**config.mk**
```make
export PLATFORM = sky130hd
export DESIGN_NAME = retry_start_replay
export DESIGN_NICKNAME = d
export VERILOG_FILES = /design/src/rtl/retry_start_replay.sv
export SDC_FILE = /design/constraint.sdc
export NUM_CORES = 1
export LEC_CHECK = 0
export ABC_AREA = 1
export CAP_MARGIN = 10
export CORE_ASPECT_RATIO = 2
export CORE_UTILIZATION = 30
export DETAILED_ROUTE_END_ITERATION = 12
export DONT_BUFFER_PORTS = 1
export MAX_ROUTING_LAYER = met4
export PLACE_DENSITY = 0.44
export RECOVER_POWER = 50
export SLEW_MARGIN = 10
export SYNTH_ARGS = -nofsm -noshare
export SYNTH_HDL_FRONTEND = slang
export SYNTH_SLANG_ARGS = --single-unit
```
**constraint.sdc**
```tcl
create_clock -name clk_i -period 5.1 [get_ports clk_i]
set_input_delay 1.02 -clock clk_i [delete_from_list [all_inputs] [get_ports clk_i]]
set_output_delay 1.02 -clock clk_i [all_outputs]
set_load 0.01 [all_outputs]
```
**src/rtl/retry_start_replay.sv**
```systemverilog
// retry_start_replay: initiating end of the retry protocol.
// Tags each accepted item with a wrapping ID, keeps a copy in an ID-indexed
// replay buffer, and forwards items through a single output register.
// A retry request re-issues the stored payload under its original ID and
// takes priority over new upstream items.
//
// Handshake rule: a transfer happens on a rising edge where valid and ready
// are both high; ready never depends on its own valid, and a held output
// (valid_o && !ready_i) keeps data_o/id_o/valid_o stable.
module retry_start_replay #(
  parameter int DataWidth = 32,
  parameter int IDSize    = 2
) (
  input  logic                 clk_i,
  input  logic                 rst_i,
  input  logic [DataWidth-1:0] data_i,
  input  logic                 valid_i,
  output logic                 ready_o,
  output logic [DataWidth-1:0] data_o,
  output logic [IDSize-1:0]    id_o,
  output logic                 valid_o,
  input  logic                 ready_i,
  input  logic [IDSize-1:0]    retry_id_i,
  input  logic                 retry_valid_i,
  output logic                 retry_ready_o,
  output logic [IDSize-1:0]    retry_id_feedback_o,
  input  logic                 retry_lock_i,
  output logic                 unknown_retry_o
);

  localparam int Depth = 1 << IDSize;

  logic [DataWidth-1:0] r_buf [Depth];
  logic [Depth-1:0]     r_written;
  logic [IDSize-1:0]    r_next_id;
  logic [DataWidth-1:0] r_data;
  logic [IDSize-1:0]    r_id;
  logic                 r_valid;
  logic                 r_unknown;

  logic w_out_free;
  logic w_retry_acc;
  logic w_new_acc;
  logic w_retry_known;

  // Output slot can take a new value when empty or being drained this cycle.
  // Readies are forced low during reset so no handshake completes then.
  always_comb begin
    w_out_free    = !r_valid || ready_i;
    retry_ready_o = w_out_free && !rst_i;
    ready_o       = w_out_free && !retry_valid_i && !retry_lock_i && !rst_i;
    w_retry_acc   = retry_valid_i && retry_ready_o;
    w_new_acc     = valid_i && ready_o;
    w_retry_known = r_written[retry_id_i];
  end

  // Output register, replay buffer, written bitmap and ID counter.
  always_ff @(posedge clk_i) begin
    if (rst_i) begin
      r_valid   <= 1'b0;
      r_data    <= '0;
      r_id      <= '0;
      r_next_id <= '0;
      r_unknown <= 1'b0;
      r_written <= '0;
      for (int i = 0; i < Depth; i++) begin
        r_buf[i] <= '0;
      end
    end else begin
      r_unknown <= 1'b0;
      if (w_retry_acc) begin
        if (w_retry_known) begin
          r_data  <= r_buf[retry_id_i];
          r_id    <= retry_id_i;
          r_valid <= 1'b1;
        end else begin
          // Unknown ID: request is consumed, the slot (free by definition) empties.
          r_valid   <= 1'b0;
          r_unknown <= 1'b1;
        end
      end else if (w_new_acc) begin
        r_buf[r_next_id]     <= data_i;
        r_written[r_next_id] <= 1'b1;
        r_data               <= data_i;
        r_id                 <= r_next_id;
        r_valid              <= 1'b1;
        r_next_id            <= r_next_id + IDSize'(1);
      end else if (w_out_free) begin
        r_valid <= 1'b0;
      end
    end
  end

  assign data_o              = r_data;
  assign id_o                = r_id;
  assign valid_o             = r_valid;
  assign retry_id_feedback_o = r_next_id;
  assign unknown_retry_o     = r_unknown;

endmodule

```
==> results.py, run 1 <==
metrics = {
    "outcome": {
        "status": "finished with violations",
        "violations": "max-capacitance violations, max-slew violations",
    },
    "logic_synthesis": {
        "syn_nets": 1107,
        "synth_cell_types": 22,
        "ys.warnings.count": 0,
        "synthCells": 1063,
        "avgSynthCellArea_um2": 7.86,
        "synth-seq-area-share_pct": 56.1,
        "ys_ff_latch": 170,
        "syn-cell-area_um2": 8350,
    },
    "power": {
        "ir_drop_uv": 230,
        "power_frac_seq_pct": 51.0,
        "p_int_mw": 2.35,
        "p_leak_nw": 4.42,
        "p_per_area_nw_per_um2": 341,
        "p_clk_share_pct": 40.7,
        "p_comb_share_pct": 8.3,
        "p_sw_share_pct": 24.7,
        "total_power_mw": 3.11,
        "switchingPower_uw": 769,
    },
    "routing": {
        "vias": 6177,
        "drt_iter0_markers": 353,
        "drtPass1Iterations": 5,
        "avgRoutedWirePerCell_um": 16.1,
        "ant_nets": 0,
        "post-route-drc-count": 0,
        "viasPerCell": 4.40,
        "drt-total-wl_um": 22600,
    },
    "timing": {
        "timing.fmax_ghz": 0.284,
        "period_share_pct": 69.0,
        "finalMaxSlewViolations": 198,
        "finalCriticalPeriod_ns": 3.52,
        "worst_slack_ns": 1.58,
        "clock_skew_ns": 0.00843,
        "slew_headroom_pct": -38.8,
        "hold_viol_final": 0,
        "fin_tns_setup_ns": 0,
        "tightest_slew_ns": 2.08,
        "rsz0062_at_grt": "false",
        "setup_viol": 0,
    },
    "worst_setup_path": {
        "crit_path_end_kind": "flip-flop",
        "crit_top_cell": "nor2_1",
        "required_ns": 5.22,
        "slowest_delay_ns": 1.46,
        "critPathSlowestCell": "clkbuf_1",
        "cp-start-kind": "input port",
        "critPathKind": "input port to flip-flop",
        "crit_path_max_fanout": 32,
        "path_cells": "inv_1, a21oi_1, nand3_1, nor2_1, nand2_2, clkbuf_1, nor2_1",
        "arrival_ns": 3.64,
    },
    "min_path": {
        "hold_path.class": "flip-flop to flip-flop",
    },
    "cells_and_area": {
        "nFillCells": 2944,
        "diodes": 0,
        "postLayoutCoreUtil_pct": 33.3,
        "final_nets": 1083,
        "regArea_um2": 4680,
        "finalNonFillerCells": 1404,
        "syn_to_final_growth_pct": 9.41,
        "drive_gt1_share_pct": 4.75,
        "multi_input_area_um2": 2620,
    },
    "clock_tree": {
        "cts-root-buf": "clkbuf_16",
        "path_clk_slew_ns": 0.07,
        "worst_skew_pair.late_latency_ns": 0.44,
        "cts_setup_buffers": 0,
        "cts_sinks": 170,
        "clock_path_buffers": 2,
        "holdBufCountCts": 0,
        "htree_levels": 4,
        "cts_made_buffers": 17,
        "cts_tree": "yes",
        "cts-resized-gates": 0,
    },
    "place": {
        "placed_cells": 1372,
        "preCtsSetupSlack_ns": 1.93,
        "dp_hpwl_um": 13600,
        "port_buffers": 0,
        "finalWeightedCongestion": 0.739,
    },
    "floorplanning": {
        "die_width_um": 120,
        "die_area_um2": 28600,
        "coreArea_um2": 27400,
        "io_pins": 80,
        "die_h_um": 238,
        "rows": 86,
        "start_util_pct": 30.4,
    },
    "global_route": {
        "grt_max_degree": 69,
        "grt_pass1_wl_um": 35200,
        "grt_overflow_total": 0,
        "track_usage_pct": 17.2,
        "grt_pass1_vias": 6278,
        "grt_antenna_before_repair": 0,
    },
    "job": {
        "drv_cap": 5,
    },
}
-- critical path, delay by kind of cell --
family	cells	cell delay, ns
AND/OR/NAND/NOR	4	0.93
buffers and inverters	2	1.51
AO/OA/AOI/OAI	1	0.14
-- metrics by stage --
stage / hold WS, ns / cell area [um2]
2_1_floorplan: 0.437 / 8350
3_3_place_gp: 0.452 / 8630
3_5_place_dp: 0.463 / 8630
4_1_cts: 0.479 / 9190
5_1_grt: 0.506 / 9140
6_report: 0.476 / 9140
-- metal layers --
metal  routed length [um]  vias to the layer above  GRT usage (%)
li1                     -                     3151              -
met1                 8170                     2872           16.2
met2                12700                      121           32.5
met3                 1210                       33           4.59
met4                  501                        0           6.33
met5                    0                        -              -
-- area by class of cell --
class,instances,area share (%)
Clock inverter,13,1.41
Clock buffer,19,4.74
Inverter,204,8.38
Timing Repair Buffer,10,0.671
Sequential cell,170,51.3
Multi-Input combinational cell,636,28.7
Tap cell,352,4.82
-- cell families (layout without fill, tap and decap cells) --
family          after synthesis  in the layout  share of synthesized area (%)
fa+ha+maj                     4              4                          0.599
buf+inv                     257            246                           12.2
compound gates               10             10                          0.764
flops                       170            170                           56.1
simple gates                622            622                           30.3
-- power by group through the flow --
| stage | sequential [mW] | clock [mW] | combinational, mW |
|---|---|---|---|
| 2_1_floorplan | 1.61 | 0 | 0.206 |
| 3_3_place_gp | 1.62 | 0 | 0.267 |
| 3_5_place_dp | 1.62 | 0 | 0.268 |
| 4_1_cts | 1.59 | 1.31 | 0.269 |
| 5_1_grt | 1.59 | 1.36 | 0.300 |
| 6_report | 1.59 | 1.27 | 0.259 |
-- worst paths after layout --
check	cells past startpoint	to	startpoint	slack, ns
worst max-delay path	7	r_buf[1][7]	ready_i	1.58
worst min-delay path	2	r_written[1]	r_written[1]	0.48
worst max register to register	6	r_buf[1][7]	valid_o	1.77
worst min register to register	2	r_written[1]	r_written[1]	0.48
-- layout by cell type, fill, tap and decap left out, drive strengths merged --
cell / instances
nand2: 315
inv: 204
nor2: 204
edfxtp: 128
nand3: 102
dfxtp: 42
clkbuf: 23
clkinv: 9
a21oi: 8
buf: 6
ha: 4
clkinvlp: 2
bufinv: 2
nor3b: 1
o21ai: 1
o21bai: 1
-- flip-flops by register name, indices dropped and copies added (netlist names) --
signal,count
r_written,4
unknown_retry_o,1
r_buf,128
data_o,32
valid_o,1
retry_id_feedback_o,2
id_o,2
-- Yosys cell counts, drive strengths merged --
master | number | area (um2)
o21ai | 1 | 5.00
buf | 44 | 220
clkbuf | 9 | 33.8
nor2 | 204 | 793
ha | 4 | 50.1
o21bai | 1 | 7.51
nand3 | 102 | 541
a21oi | 8 | 51.3
nand2 | 315 | 1190
edfxtp | 128 | 3840
nor3b | 1 | 7.51
inv | 204 | 766
dfxtp | 42 | 841
No activity file was read; power rests on OpenSTA's default activity.
==> run 2: changes to the inputs <==
==> constraint.sdc (replaced) <==
create_clock -name clk_i -period 3.5 [get_ports clk_i]
set_input_delay 0.7 -clock clk_i [delete_from_list [all_inputs] [get_ports clk_i]]
set_output_delay 0.7 -clock clk_i [all_outputs]
set_load 0.01 [all_outputs]
==> run 2 against run 1 <==
Net effect: the flow still finishes with violations (max-capacitance violations, max-slew violations); flip-flop and latch count stayed put; routed wire length is 3.0% higher; critical path depth is 1 lower; clock-buffer cell count is 2 higher; hold slack worse by 0.15 ns; cell area is 0.81% higher; critical endpoint is now r_buf[0][15].
==> results.py, run 2 (synthesized netlist as in run 1, its figures left out) <==
metrics = {
    "outcome": {
        "status": "finished with violations",
        "violations": "max-capacitance violations, max-slew violations",
    },
    "floorplanning": {
        "die_area_um2": 28600,
        "die_h_um": 238,
        "die_width_um": 120,
        "io_pins": 80,
        "rows": 86,
        "coreArea_um2": 27400,
        "start_util_pct": 30.4,
    },
    "worst_setup_path": {
        "critPathKind": "flip-flop to flip-flop",
        "crit_path_end_kind": "flip-flop",
        "crit_path_max_fanout": 15,
        "reg2reg_slack_ns": 0.77,
        "r2r_cells": 6,
        "r2r_end": "r_buf[0][15]",
        "cp-start-kind": "flip-flop",
        "arrival_ns": 2.84,
        "r2r-start": "valid_o",
        "required_ns": 3.61,
    },
    "min_path": {
        "worstHoldStart": "rst_i",
        "whs_path_depth": 1,
        "holdPathEnd": "r_written[3]",
        "hold_path.class": "input port to flip-flop",
    },
    "timing": {
        "timing.fmax_ghz": 0.366,
        "hold_viol_final": 0,
        "finalMaxSlewViolations": 31,
        "setup_viol": 0,
        "tightest_slew_ns": 1.61,
        "worst_slack_ns": 0.767,
        "rsz0062_at_grt": "false",
        "fin_tns_setup_ns": 0,
        "period_share_pct": 78.1,
        "clock_skew_ns": 0.00775,
        "finalCriticalPeriod_ns": 2.73,
        "slew_headroom_pct": -7.45,
    },
    "job": {
        "drv_cap": 1,
    },
    "clock_tree": {
        "cts-root-buf": "clkbuf_16",
        "cts_setup_buffers": 0,
        "cts_sinks": 170,
        "cts_made_buffers": 17,
        "holdBufCountCts": 0,
        "clock_path_buffers": 2,
        "cts-resized-gates": 0,
        "path_clk_slew_ns": 0.06,
        "cts_tree": "yes",
        "htree_levels": 4,
        "worst_skew_pair.late_latency_ns": 0.44,
    },
    "cells_and_area": {
        "final_nets": 1091,
        "drive_gt1_share_pct": 5.38,
        "regMostFlops": "r_buf",
        "diodes": 0,
        "layout_commonest_cell": "nand2_1",
        "largest_reg_flops": 128,
        "syn_to_final_growth_pct": 10.3,
        "layout_common_cells": "311 x nand2_1, 201 x inv_1, 200 x nor2_1",
    },
    "global_route": {
        "grt_max_degree": 69,
        "grt_antenna_before_repair": 0,
        "grt_overflow_total": 0,
        "track_usage_pct": 17.8,
        "grt_pass1_vias": 6252,
        "grt_pass1_wl_um": 35900,
    },
    "routing": {
        "drt_iter0_markers": 238,
        "viasPerCell": 4.42,
        "drt-total-wl_um": 23300,
        "drtPass1Iterations": 6,
        "post-route-drc-count": 0,
        "avgRoutedWirePerCell_um": 16.5,
        "ant_nets": 0,
        "vias": 6245,
    },
    "power": {
        "p_per_area_nw_per_um2": 494,
        "ir_drop_uv": 344,
        "p_leak_nw": 4.47,
    },
    "place": {
        "port_buffers": 0,
        "finalWeightedCongestion": 0.740,
        "dp_hpwl_um": 14400,
        "preCtsSetupSlack_ns": 0.767,
    },
}
## run 2: worst max path at each step
stage                 start            to  slack, ns  cells after the start
finish              valid_o  r_buf[0][15]       0.77                      6
global route        valid_o  r_buf[0][14]       0.60                      6
CTS                   rst_i       id_o[0]       1.25                      6
detailed placement    rst_i       id_o[0]       0.77                      6
global placement      rst_i       id_o[0]       0.79                      6
floorplan           ready_i   r_buf[3][0]       0.53                      5
## run 2: report_power, final
group | leakage [nW] | switching [mW] | internal, mW
sequential | 1.67 | 0.0496 | 2.26
combinational | 2.53 | 0.271 | 0.118
clock | 0.273 | 0.791 | 1.06
## run 2: worst max-delay path, stage by stage, from the launching register on
cell	delay, ns
dfxtp_1	0.36
a21oi_1	0.43
nand3_1	0.46
nor2_1	0.45
nand2_2	0.09
nand2_1	0.24
buf_4	0.37
## run 2: final cells by class
cell class              count  area, um2
multi-input cells         636       2630
flip-flops and latches    170       4680
clock inverters            11        104
inverters                 204        766
clock buffers              21        450
well taps                 352        440
fillers                  2958      18200
repair buffers             18        139
## run 2: metrics by stage
step	utilization [%]	power [mW]	hold slack [ns]	std cells	cell area [um2]
2_1_floorplan	-	2.65	0.437	1063	8360
3_3_place_gp	31.7	2.75	0.452	1380	8700
3_5_place_dp	31.7	2.76	0.462	1380	8700
4_1_cts	33.7	4.62	0.294	1412	9250
5_1_grt	33.6	4.74	0.300	1412	9210
6_report	33.6	4.55	0.328	1412	9210
## run 2: layer usage
layer / vias to the layer above / global-route usage, % / part of all wire, %
met2: 107 / 33.9 / 57
met4: 0 / 8.52 / 3.0
li1: 3163 / - / -
met5: - / - / 0
met1: 2933 / 16.8 / 37
met3: 42 / 3.08 / 3.1
==> run 3: changes to the inputs <==
--- a/config.mk
+++ b/config.mk
@@ -12,7 +12,7 @@
 export DETAILED_ROUTE_END_ITERATION = 12
 export DONT_BUFFER_PORTS = 1
 export MAX_ROUTING_LAYER = met4
-export PLACE_DENSITY = 0.44
+export PLACE_DENSITY = 0.45
 export RECOVER_POWER = 50
 export SLEW_MARGIN = 10
 export SYNTH_ARGS = -nofsm -noshare
==> constraint.sdc (replaced) <==
create_clock -name clk_i -period 2.4 [get_ports clk_i]
set_input_delay 0.48 -clock clk_i [delete_from_list [all_inputs] [get_ports clk_i]]
set_output_delay 0.48 -clock clk_i [all_outputs]
set_load 0.01 [all_outputs]
==> run 3 against run 2 <==
Net effect: the run now ends clean; routed wire length is 4.0% lower; clock-buffer cell count is 3 higher; utilization is 0.37 points higher; non-clock buffer count is 7 higher; setup slack worse by 0.48 ns; maximum frequency is 29% higher; clock skew is 0.0011 ns higher; first-iteration DRC count is 4.6% lower; clock power is 51% higher; via count is 0.53% lower; global-route usage is 0.52 points lower; hold slack worse by 0.23 ns.
==> results.py, run 3 (synthesized netlist as in run 1, its figures left out) <==
metrics = {
    "timing": {
        "slew_headroom_pct": 34.8,
        "setup_viol": 0,
        "timing.fmax_ghz": 0.473,
        "rsz0062_at_grt": "false",
        "hold_viol_final": 0,
        "clock_skew_ns": 0.00888,
        "finalCriticalPeriod_ns": 2.12,
        "period_share_pct": 88.2,
        "fin_tns_setup_ns": 0,
        "finalMaxSlewViolations": 0,
        "tightest_slew_ns": 0.979,
    },
    "routing": {
        "avgRoutedWirePerCell_um": 15.7,
        "post-route-drc-count": 0,
        "viasPerCell": 4.38,
        "drt-total-wl_um": 22300,
        "vias": 6212,
        "drtPass1Iterations": 4,
        "drt_iter0_markers": 227,
        "ant_nets": 0,
    },
    "worst_setup_path": {
        "required_ns": 2.47,
        "crit_path_max_fanout": 10,
        "critPathKind": "flip-flop to flip-flop",
        "arrival_ns": 2.18,
        "crit_path_end_kind": "flip-flop",
        "cp-start-kind": "flip-flop",
    },
    "global_route": {
        "grt_max_degree": 69,
        "grt_overflow_total": 0,
        "grt_antenna_before_repair": 0,
        "grt_pass1_vias": 6281,
        "grt_pass1_wl_um": 35300,
        "track_usage_pct": 17.3,
    },
    "clock_tree": {
        "holdBufCountCts": 0,
        "htree_levels": 4,
        "cts_setup_buffers": 0,
        "clock_path_buffers": 2,
        "path_clk_slew_ns": 0.06,
        "cts_sinks": 170,
        "cts-root-buf": "clkbuf_16",
        "cts_tree": "yes",
        "cts_made_buffers": 17,
        "cts-resized-gates": 0,
        "worst_skew_pair.late_latency_ns": 0.44,
    },
    "cells_and_area": {
        "regArea_um2": 4680,
        "layout_common_cells": "309 x nand2_1, 201 x inv_1, 200 x nor2_1",
        "regMostFlops": "r_buf",
        "nFillCells": 2941,
        "syn_to_final_growth_pct": 11.5,
        "diodes": 0,
        "fin_area_um2": 9310,
        "finalNonFillerCells": 1419,
        "largest_reg_flops": 128,
        "final_nets": 1098,
        "layout_commonest_cell": "nand2_1",
        "multi_input_area_um2": 2660,
        "drive_gt1_share_pct": 6.37,
    },
    "place": {
        "finalWeightedCongestion": 0.726,
        "placed_area_um2": 8760,
        "dp_hpwl_um": 14000,
        "placed_cells": 1387,
        "port_buffers": 0,
    },
    "job": {
        "drv_cap": 0,
    },
    "outcome": {
        "status": "finished, final reports clean",
    },
    "power": {
        "ir_drop_uv": 451,
        "total_power_mw": 6.74,
        "p_leak_nw": 4.51,
        "p_per_area_nw_per_um2": 724,
    },
    "floorplanning": {
        "die_h_um": 238,
        "die_area_um2": 28600,
        "coreArea_um2": 27400,
        "start_util_pct": 30.4,
        "rows": 86,
        "die_width_um": 120,
        "io_pins": 80,
    },
    "min_path": {
        "hold_path.class": "input port to flip-flop",
    },
}
==> run 3: cell types whose count changed in the layout (fill, tap and decap cells not counted), sizes merged <==
cell      change
clkinv        -4
buf           +2
clkbuf        +8
clkinvlp      +1
==> run 3: layout make-up <==
class,instances,area share (%)
Sequential cell,170,50.3
Tap cell,352,4.73
Clock inverter,8,1.01
Timing Repair Buffer,25,1.89
Clock buffer,24,5.28
Inverter,204,8.22
Multi-Input combinational cell,636,28.6
==> run 3: layer usage <==
layer | GRT usage [%] | share of wire, % | vias to the layer above
met5 | - | 0 | -
met4 | 7.50 | 2.9 | 0
met3 | 3.44 | 3.8 | 29
met2 | 32.6 | 56 | 103
met1 | 16.6 | 38 | 2897
li1 | - | - | 3183
==> run 3: power by group <==
group	leakage (nW)	switching (mW)	internal (mW)
sequential	1.67	0.0675	3.30
combinational	2.56	0.395	0.178
clock	0.284	1.17	1.64
total	4.51	1.63	5.11
==> run 3: path summary, 6_finish.rpt <==
check / startpoint / slack (ns) / to / cells after the start
worst min-delay path: rst_i / 0.1 / r_written[3] / 1
worst max register to register: valid_o / 0.28 / r_buf[1][17] / 6
worst min register to register: r_written[3] / 0.47 / r_written[3] / 2
worst max-delay path: valid_o / 0.28 / r_buf[1][17] / 6
==> run 3: metrics by stage <==
stage | utilization (%) | hold WS, ns | setup slack, ns
5_1_grt | 33.9 | 0.0780 | 0.193
6_report | 33.9 | 0.0993 | 0.284
3_5_place_dp | 31.9 | 0.456 | 0.347
2_1_floorplan | - | 0.437 | -0.0333
3_3_place_gp | 31.9 | 0.457 | 0.378
4_1_cts | 34.0 | 0.0764 | 0.475
==> run 3: worst max-delay path: stages (launching register included) <==
cell and delay (ns):
dfxtp_1 0.37, a21oi_4 0.26, nand3_4 0.15, nor2_4 0.17, nand2_2 0.08, nand2_2 0.06, clkbuf_1 0.64
